## src/rtl/motion_update_broadcaster.sv

```systemverilog
// Motion-update broadcast transmitter: scans every cell, resolves each particle's destination cell and broadcasts it.
// Optional MU_BROADCAST_STALL_EN adds in_stall, which pauses read issue while in-flight reads drain.

module mu_axis_resolve #(
  parameter int DATA_WIDTH    = 32,
  parameter int CELL_ID_WIDTH = 4,
  parameter int CELL_NUM      = 4
)(
  input  logic [DATA_WIDTH-1:0]    comp,
  input  logic [CELL_ID_WIDTH-1:0] src,
  output logic [DATA_WIDTH-1:0]    comp_clr,
  output logic [CELL_ID_WIDTH-1:0] dst
);
  localparam logic [CELL_ID_WIDTH-1:0] NC  = CELL_ID_WIDTH'(CELL_NUM);
  localparam logic [CELL_ID_WIDTH-1:0] ONE = CELL_ID_WIDTH'(1);

  always_comb begin
    comp_clr = comp;
    comp_clr[DATA_WIDTH-1 -: 2] = 2'b00;
    dst = src;
    // 10 is not a legal crossing code and is treated as stay
    case (comp[DATA_WIDTH-1 -: 2])
      2'b01:   dst = (src == NC)  ? ONE : src + ONE;
      2'b11:   dst = (src == ONE) ? NC  : src - ONE;
      default: dst = src;
    endcase
  end
endmodule

module motion_update_broadcaster #(
  parameter int DATA_WIDTH    = 32,
  parameter int ADDR_WIDTH    = 8,
  parameter int PARTICLE_NUM  = 220,
  parameter int CELL_ID_WIDTH = 4,
  parameter int CELL_NUM_X    = 4,
  parameter int CELL_NUM_Y    = 4,
  parameter int CELL_NUM_Z    = 4
)(
  input  logic                       clk,
  input  logic                       rst,
  input  logic                       start,
  output logic [3*CELL_ID_WIDTH-1:0] out_rd_cell,
  output logic [ADDR_WIDTH-1:0]      out_rd_address,
  output logic                       out_rden,
  input  logic [3*DATA_WIDTH-1:0]    in_readout,
`ifdef MU_BROADCAST_STALL_EN
  input  logic                       in_stall,
`endif
  output logic                       out_motion_update_enable,
  output logic [3*DATA_WIDTH-1:0]    out_data,
  output logic [3*CELL_ID_WIDTH-1:0] out_data_dst_cell,
  output logic                       out_data_valid,
  output logic                       out_busy,
  output logic                       out_done
);
  localparam int STAGES = 2;
  localparam logic [2:0] S_IDLE      = 3'd0;
  localparam logic [2:0] S_READ_NUM  = 3'd1;
  localparam logic [2:0] S_WAIT_NUM  = 3'd2;
  localparam logic [2:0] S_STREAM    = 3'd3;
  localparam logic [2:0] S_NEXT_CELL = 3'd4;
  localparam logic [2:0] S_DRAIN     = 3'd5;
  localparam logic [2:0] S_TAIL      = 3'd6;

  localparam logic [CELL_ID_WIDTH-1:0] ONE = CELL_ID_WIDTH'(1);
  localparam logic [CELL_ID_WIDTH-1:0] NX  = CELL_ID_WIDTH'(CELL_NUM_X);
  localparam logic [CELL_ID_WIDTH-1:0] NY  = CELL_ID_WIDTH'(CELL_NUM_Y);
  localparam logic [CELL_ID_WIDTH-1:0] NZ  = CELL_ID_WIDTH'(CELL_NUM_Z);
  localparam logic [ADDR_WIDTH-1:0]    PNUM = ADDR_WIDTH'(PARTICLE_NUM);

  typedef struct packed {
    logic [CELL_ID_WIDTH-1:0] x;
    logic [CELL_ID_WIDTH-1:0] y;
    logic [CELL_ID_WIDTH-1:0] z;
  } cell_t;

  logic [2:0]            state;
  cell_t                 cur;
  logic [1:0]            wait_cnt, tail_cnt;
  logic [ADDR_WIDTH-1:0] count, addr_cnt;
  logic [ADDR_WIDTH-1:0] num_raw, num_clamp;
  logic                  fsm_hold;

  logic [STAGES-1:0]                      vld_pipe;
  logic [STAGES-1:0][3*CELL_ID_WIDTH-1:0] cell_pipe;
  logic [2:0][DATA_WIDTH-1:0]             comp_clr;
  logic [2:0][CELL_ID_WIDTH-1:0]          dst_axis;

  assign num_raw   = in_readout[ADDR_WIDTH-1:0];
  assign num_clamp = (num_raw > PNUM) ? PNUM : num_raw;

`ifdef MU_BROADCAST_STALL_EN
  // WAIT_NUM is never held: it must catch the count on its fixed-latency cycle
  assign fsm_hold = in_stall &&
                    (state == S_READ_NUM || state == S_STREAM || state == S_NEXT_CELL);
`else
  assign fsm_hold = 1'b0;
`endif

  always_ff @(posedge clk) begin
    if (rst) begin
      state                    <= S_IDLE;
      cur                      <= '{x: ONE, y: ONE, z: ONE};
      wait_cnt                 <= '0;
      tail_cnt                 <= '0;
      count                    <= '0;
      addr_cnt                 <= '0;
      out_rden                 <= 1'b0;
      out_rd_address           <= '0;
      out_rd_cell              <= '0;
      out_motion_update_enable <= 1'b0;
      out_busy                 <= 1'b0;
      out_done                 <= 1'b0;
    end else begin
      out_rden <= 1'b0;
      out_done <= 1'b0;
      if (!fsm_hold) begin
        case (state)
          S_IDLE: if (start) begin
            state                    <= S_READ_NUM;
            cur                      <= '{x: ONE, y: ONE, z: ONE};
            out_motion_update_enable <= 1'b1;
            out_busy                 <= 1'b1;
          end
          S_READ_NUM: begin
            out_rden       <= 1'b1;
            out_rd_address <= '0;
            out_rd_cell    <= cur;
            wait_cnt       <= '0;
            state          <= S_WAIT_NUM;
          end
          S_WAIT_NUM: begin
            if (wait_cnt == 2'd2) begin
              count    <= num_clamp;
              addr_cnt <= ADDR_WIDTH'(1);
              state    <= (num_clamp == '0) ? S_NEXT_CELL : S_STREAM;
            end else begin
              wait_cnt <= wait_cnt + 2'd1;
            end
          end
          S_STREAM: begin
            out_rden       <= 1'b1;
            out_rd_address <= addr_cnt;
            out_rd_cell    <= cur;
            addr_cnt       <= addr_cnt + ADDR_WIDTH'(1);
            if (addr_cnt == count) state <= S_NEXT_CELL;
          end
          S_NEXT_CELL: begin
            if (cur.x != NX) begin
              cur.x <= cur.x + ONE;
              state <= S_READ_NUM;
            end else begin
              cur.x <= ONE;
              if (cur.y != NY) begin
                cur.y <= cur.y + ONE;
                state <= S_READ_NUM;
              end else begin
                cur.y <= ONE;
                if (cur.z != NZ) begin
                  cur.z <= cur.z + ONE;
                  state <= S_READ_NUM;
                end else begin
                  cur.z <= ONE;
                  state <= S_DRAIN;
                end
              end
            end
          end
          // Pipeline empty here means the final broadcast is sitting in the output register
          S_DRAIN: if (!out_rden && vld_pipe == '0) begin
            out_motion_update_enable <= 1'b0;
            tail_cnt                 <= '0;
            state                    <= S_TAIL;
          end
          S_TAIL: begin
            if (tail_cnt == 2'd2) begin
              out_done <= 1'b1;
              out_busy <= 1'b0;
              state    <= S_IDLE;
            end else begin
              tail_cnt <= tail_cnt + 2'd1;
            end
          end
          default: state <= S_IDLE;
        endcase
      end
    end
  end

  // Tracks which reads return particle records, aligned with in_readout
  always_ff @(posedge clk) begin
    if (rst) begin
      vld_pipe  <= '0;
      cell_pipe <= '0;
    end else begin
      vld_pipe  <= {vld_pipe[0], out_rden && (out_rd_address != '0)};
      cell_pipe <= {cell_pipe[0], out_rd_cell};
    end
  end

  for (genvar g = 0; g < 3; g++) begin : g_axis
    localparam int NUM = (g == 0) ? CELL_NUM_X : (g == 1) ? CELL_NUM_Y : CELL_NUM_Z;
    mu_axis_resolve #(
      .DATA_WIDTH(DATA_WIDTH), .CELL_ID_WIDTH(CELL_ID_WIDTH), .CELL_NUM(NUM)
    ) u_axis (
      .comp    (in_readout[g*DATA_WIDTH +: DATA_WIDTH]),
      .src     (cell_pipe[STAGES-1][(2-g)*CELL_ID_WIDTH +: CELL_ID_WIDTH]),
      .comp_clr(comp_clr[g]),
      .dst     (dst_axis[g])
    );
  end

  always_ff @(posedge clk) begin
    if (rst) begin
      out_data          <= '0;
      out_data_dst_cell <= '0;
      out_data_valid    <= 1'b0;
    end else begin
      out_data_valid <= vld_pipe[STAGES-1];
      if (vld_pipe[STAGES-1]) begin
        out_data          <= comp_clr;
        out_data_dst_cell <= {dst_axis[0], dst_axis[1], dst_axis[2]};
      end
    end
  end
endmodule

```

## config.mk

```make
export PLATFORM = sky130hd
export DESIGN_NAME = motion_update_broadcaster
export DESIGN_NICKNAME = d
export VERILOG_FILES = /design/src/rtl/motion_update_broadcaster.sv
export SDC_FILE = /design/constraint.sdc
export NUM_CORES = 1
export LEC_CHECK = 0
export ABC_AREA = 0
export CAP_MARGIN = 20
export CORE_UTILIZATION = 31
export DETAILED_ROUTE_END_ITERATION = 10
export PLACE_DENSITY = 0.68
export SLEW_MARGIN = 0
export SYNTH_ARGS = -nofsm -noshare
export SYNTH_HDL_FRONTEND = slang
export SYNTH_SLANG_ARGS = --single-unit
export TNS_END_PERCENT = 10
```

## constraint.sdc

```tcl
create_clock -name clk -period 1.9 [get_ports clk]
set_clock_uncertainty 0.05 [all_clocks]
set_input_delay 0.57 -clock clk [delete_from_list [all_inputs] [get_ports clk]]
set_output_delay 0.57 -clock clk [all_outputs]
set_load 0.005 [all_outputs]
```

==> summary.txt <==
Critical path
  • Worst r2r src: state[0]
  • Reg2reg end: addr_cnt[4]
  • Critical path cell sequence: clkdlybuf4s50_1
  • CP max stage cell: clkdlybuf4s50_1
  • Worst reg2reg path depth: 6
  • Cell family with most CP delay: buffers and inverters
  • Crit Path Max Fanout: 2
  • CP required: 1.28 ns
  • Worst Setup SP: out_data[79]
  • Worst setup SP type: flip-flop
  • Max stage delay on crit path: 0.49 ns
  • Worst reg2reg setup slack: 0.12 ns
  • Critical path arrival: between 1 and 1.5 ns
  • Critical path class: reg -> out
  • Bufs and invs on worst path: 1
  • Critical Path Sink Type: primary output

GRT
  • Largest net degree at the start of global routing: approximately 110
  • Vias in the first global route: 6070
  • GRT Total Usage: between 15 and 20%
  • Global-route wire length before repair: 31200 microns
  • Total global routing overflow: 0
  • Antenna violations before repair: 0

Power
  • Pwr dens: 764 nW/um^2
  • Clock Power Share: 41.8%
  • Cell Int Power: 6.38 mW
  • Sequential share of power: 48.2%
  • Worst vdd ir: 559 uV
  • Leak pwr: 4.94 nW
  • Net Sw Power: 2.13 mW
  • Net Sw Frac: 25.1%
  • Comb pwr share: 10.0%

STA
  • Fmax: 0.540 GHz
  • Slew Viols, Final: 0
  • Final Worst Setup Slack: 0.0484 ns
  • Fin crit share: 97.5%
  • Fin crit period: about 1.9 ns
  • Final hold vios: 0
  • RSZ-0062 raised after global routing: true
  • Final setup vio count: 0
  • Slew @ Worst Pin: 0.855 ns
  • Slew margin rel.: 43.0%

Logic synthesis
  • Mapped Cells: 822
  • Post-synth top flop: dfxtp_1
  • Sequential fraction of the synthesis area: a little under 50%
  • Post-synthesis cell type count: 63
  • Leading area contributor after synthesis: dfxtp_1
  • Synth Register Bits: around 190
  • EDFF count, synth: 0
  • Ys Warns: 0
  • Post-synth top cells: 188 x dfxtp_1, 150 x nor2_1, 96 x mux2i_1, 45 x a21oi_1, 32 x nor2b_1
  • Asr flop ratio synth: 0%
  • Largest cells by area after synthesis: dfxtp_1 48%, mux2i_1 12%, nor2_1 7.3%
  • Netlist Area Pre-Place: 7760 sq um
  • Most common cell in the synthesized netlist: dfxtp_1
  • Syn_area_per_cell: 9.44 sq um
  • Top-area cell type share of the netlist area: 48.5%

Worst hold path
  • Hold path start: cell_pipe[4]
  • Worst Hold Class: reg -> reg
  • Hold worst-path end: cell_pipe[16]
  • Hold depth: 1

Detailed routing
  • Post-DRT Antenna Nets: 0
  • DR pass1 iterations: 6
  • # DRC: 0
  • Routed WL: 19900 microns
  • Average wire per standard cell: 14.2 microns
  • Vias: 6474
  • DR iter-0 viols: 366
  • Vias/cell: 4.61

Layout
  • Antenna diode count: 0
  • Final Cell Area: ~11000 sq um
  • Area growth from synthesis to layout: 43.4%
  • Layout Nets: 1185
  • Share of cells above drive strength 1: 11.8%

Status
  • Status: completed

Floorplanning
  • DIE AREA: between 20000 and 30000 sq um
  • Die Wd: 160 microns
  • Core Rows: 57
  • Die H: between 150 and 200 microns
  • Core Box Area: 24500 sq um
  • IO Count: between 200 and 250
  • Initial core utilization: 31.7%

Placed design
  • Setup WS pre-CTS: -0.561 ns
  • GPL Wtd Cong: a little over 0.8
  • Post-place instance area: 10500 sq um
  • Buffers on Ports: 225
  • DP HPWL: between 10000 and 15000 microns

Clock tree
  • Cts bufs inserted: 17
  • Clk sinks: roughly 190
  • H-tree depth: 4
  • Clock buffer depth: 2
  • Clk root buf: clkbuf_16
  • Worst skew pair latency: 0.43 ns
  • CTS Hold Bufs: 0
  • TritonCTS clock tree: built
  • CTS clk-pin slew, worst paths: 0.07 ns

Flow run
  • Maxcap violations: 0
[cell usage in the layout, fill, tap and decap left out, types with 5 or more instances in the layout]
master and n:
nand2b_1 14, nand3_1 18, nand2_1 31, dfxtp_2 29, nand3b_1 5, o22a_1 6
dlygate4sd2_1 103, dlymetal6s2s_1 27, dfxtp_1 157, clkbuf_16 17, nor2b_1 32, a211oi_1 5
o21ai_0 19, clkdlybuf4s50_1 94, or3_1 7, nor2_1 148, mux2i_1 96, xor2_1 10
a311oi_1 7, inv_1 21, conb_1 6, a31oi_1 7, nor3_1 14, ha_1 20
buf_4 46, a22oi_1 8, a21oi_1 45
[worst max-delay path by stage]
stage                   endpoint  slack, ns  depth (start not counted)
floorplan               state[2]      -0.03                          5
global route         addr_cnt[3]      -0.02                          6
global placement        state[2]      -0.55                          6
CTS                     out_rden      -0.05                          1
detailed placement      state[2]      -0.56                          6
finish              out_data[79]       0.05                          1
[area by class of cell]
cell class                      count  area [sq um]
Tap cell                          324           405
Timing Repair Buffer              274          2600
Fill cell                        2340         13300
Inverter                           22          82.6
Multi-Input combinational cell    563          3650
Sequential cell                   188          3810
Clock inverter                     13           156
Clock buffer                       19           433
[power by group through the flow]
stage / Combinational [mW] / Clock [mW] / Sequential [mW]
detailed placement: 0.880 / 0 / 4.19
finish: 0.853 / 3.56 / 4.10
global placement: 0.867 / 0 / 4.19
CTS: 0.860 / 3.66 / 4.10
floorplan: 0.422 / 0 / 4.16
global route: 0.930 / 3.83 / 4.11
[timing repair]
action | 4_1_cts | 5_1_grt
endpoints found under the setup margin | 118 | 35
pin swaps | 6 | 4
buffers inserted | 1 | 0
resized for setup | 130 | 35
hold endpoints to repair | 0 | 0
[per-layer routing]
metal	track usage (%)	wire, microns
met4	6.67	529
met1	18.5	9000
met5	0	0
met3	3.43	862
met2	25.5	9510
[per-stage QoR]
| step | hold WS, ns | utilization, % | total power, mW | TNS [ns] | cells |
|---|---|---|---|---|---|
| final | 0.385 | 45.5 | 8.51 | 0 | 1403 |
| after detailed placement | 0.371 | 43.1 | 5.07 | -2.75 | 1370 |
| after global placement | 0.372 | 43.1 | 5.06 | -2.41 | 1370 |
| after global routing | 0.394 | 45.5 | 8.87 | -0.0301 | 1403 |
| after CTS | 0.388 | 45.2 | 8.62 | -0.0544 | 1403 |
| after floorplan | 0.364 | - | 4.59 | -0.0254 | 827 |
[registers in the layout, indices dropped and copies added, names as in the netlist, 2 cells and up]
| register | cells |
|---|---|
| count | 8 |
| out_rd_cell | 12 |
| cell_pipe | 24 |
| out_data_dst_cell | 12 |
| tail_cnt | 2 |
| wait_cnt | 2 |
| out_rd_address | 8 |
| out_data | 90 |
| addr_cnt | 8 |
| state | 3 |
| cur | 12 |
| vld_pipe | 2 |
[cell families (layout without fill, tap and decap cells)]
| group | after synthesis | after routing | synth area share, % |
|---|---|---|---|
| adder cells (fa/ha/maj) | 20 | 20 | 3.22 |
| multiplexers | 99 | 99 | 12.8 |
| flip-flops | 188 | 188 | 48.5 |
| AO/OA/AOI/OAI | 116 | 116 | 9.38 |
| AND/OR/NAND/NOR | 308 | 308 | 19.6 |
| other | 1 | 6 | 0.0483 |
| XOR/XNOR | 14 | 14 | 1.58 |
| buffers and inverters | 76 | 328 | 4.87 |
(Power assumes the default switching activity.)
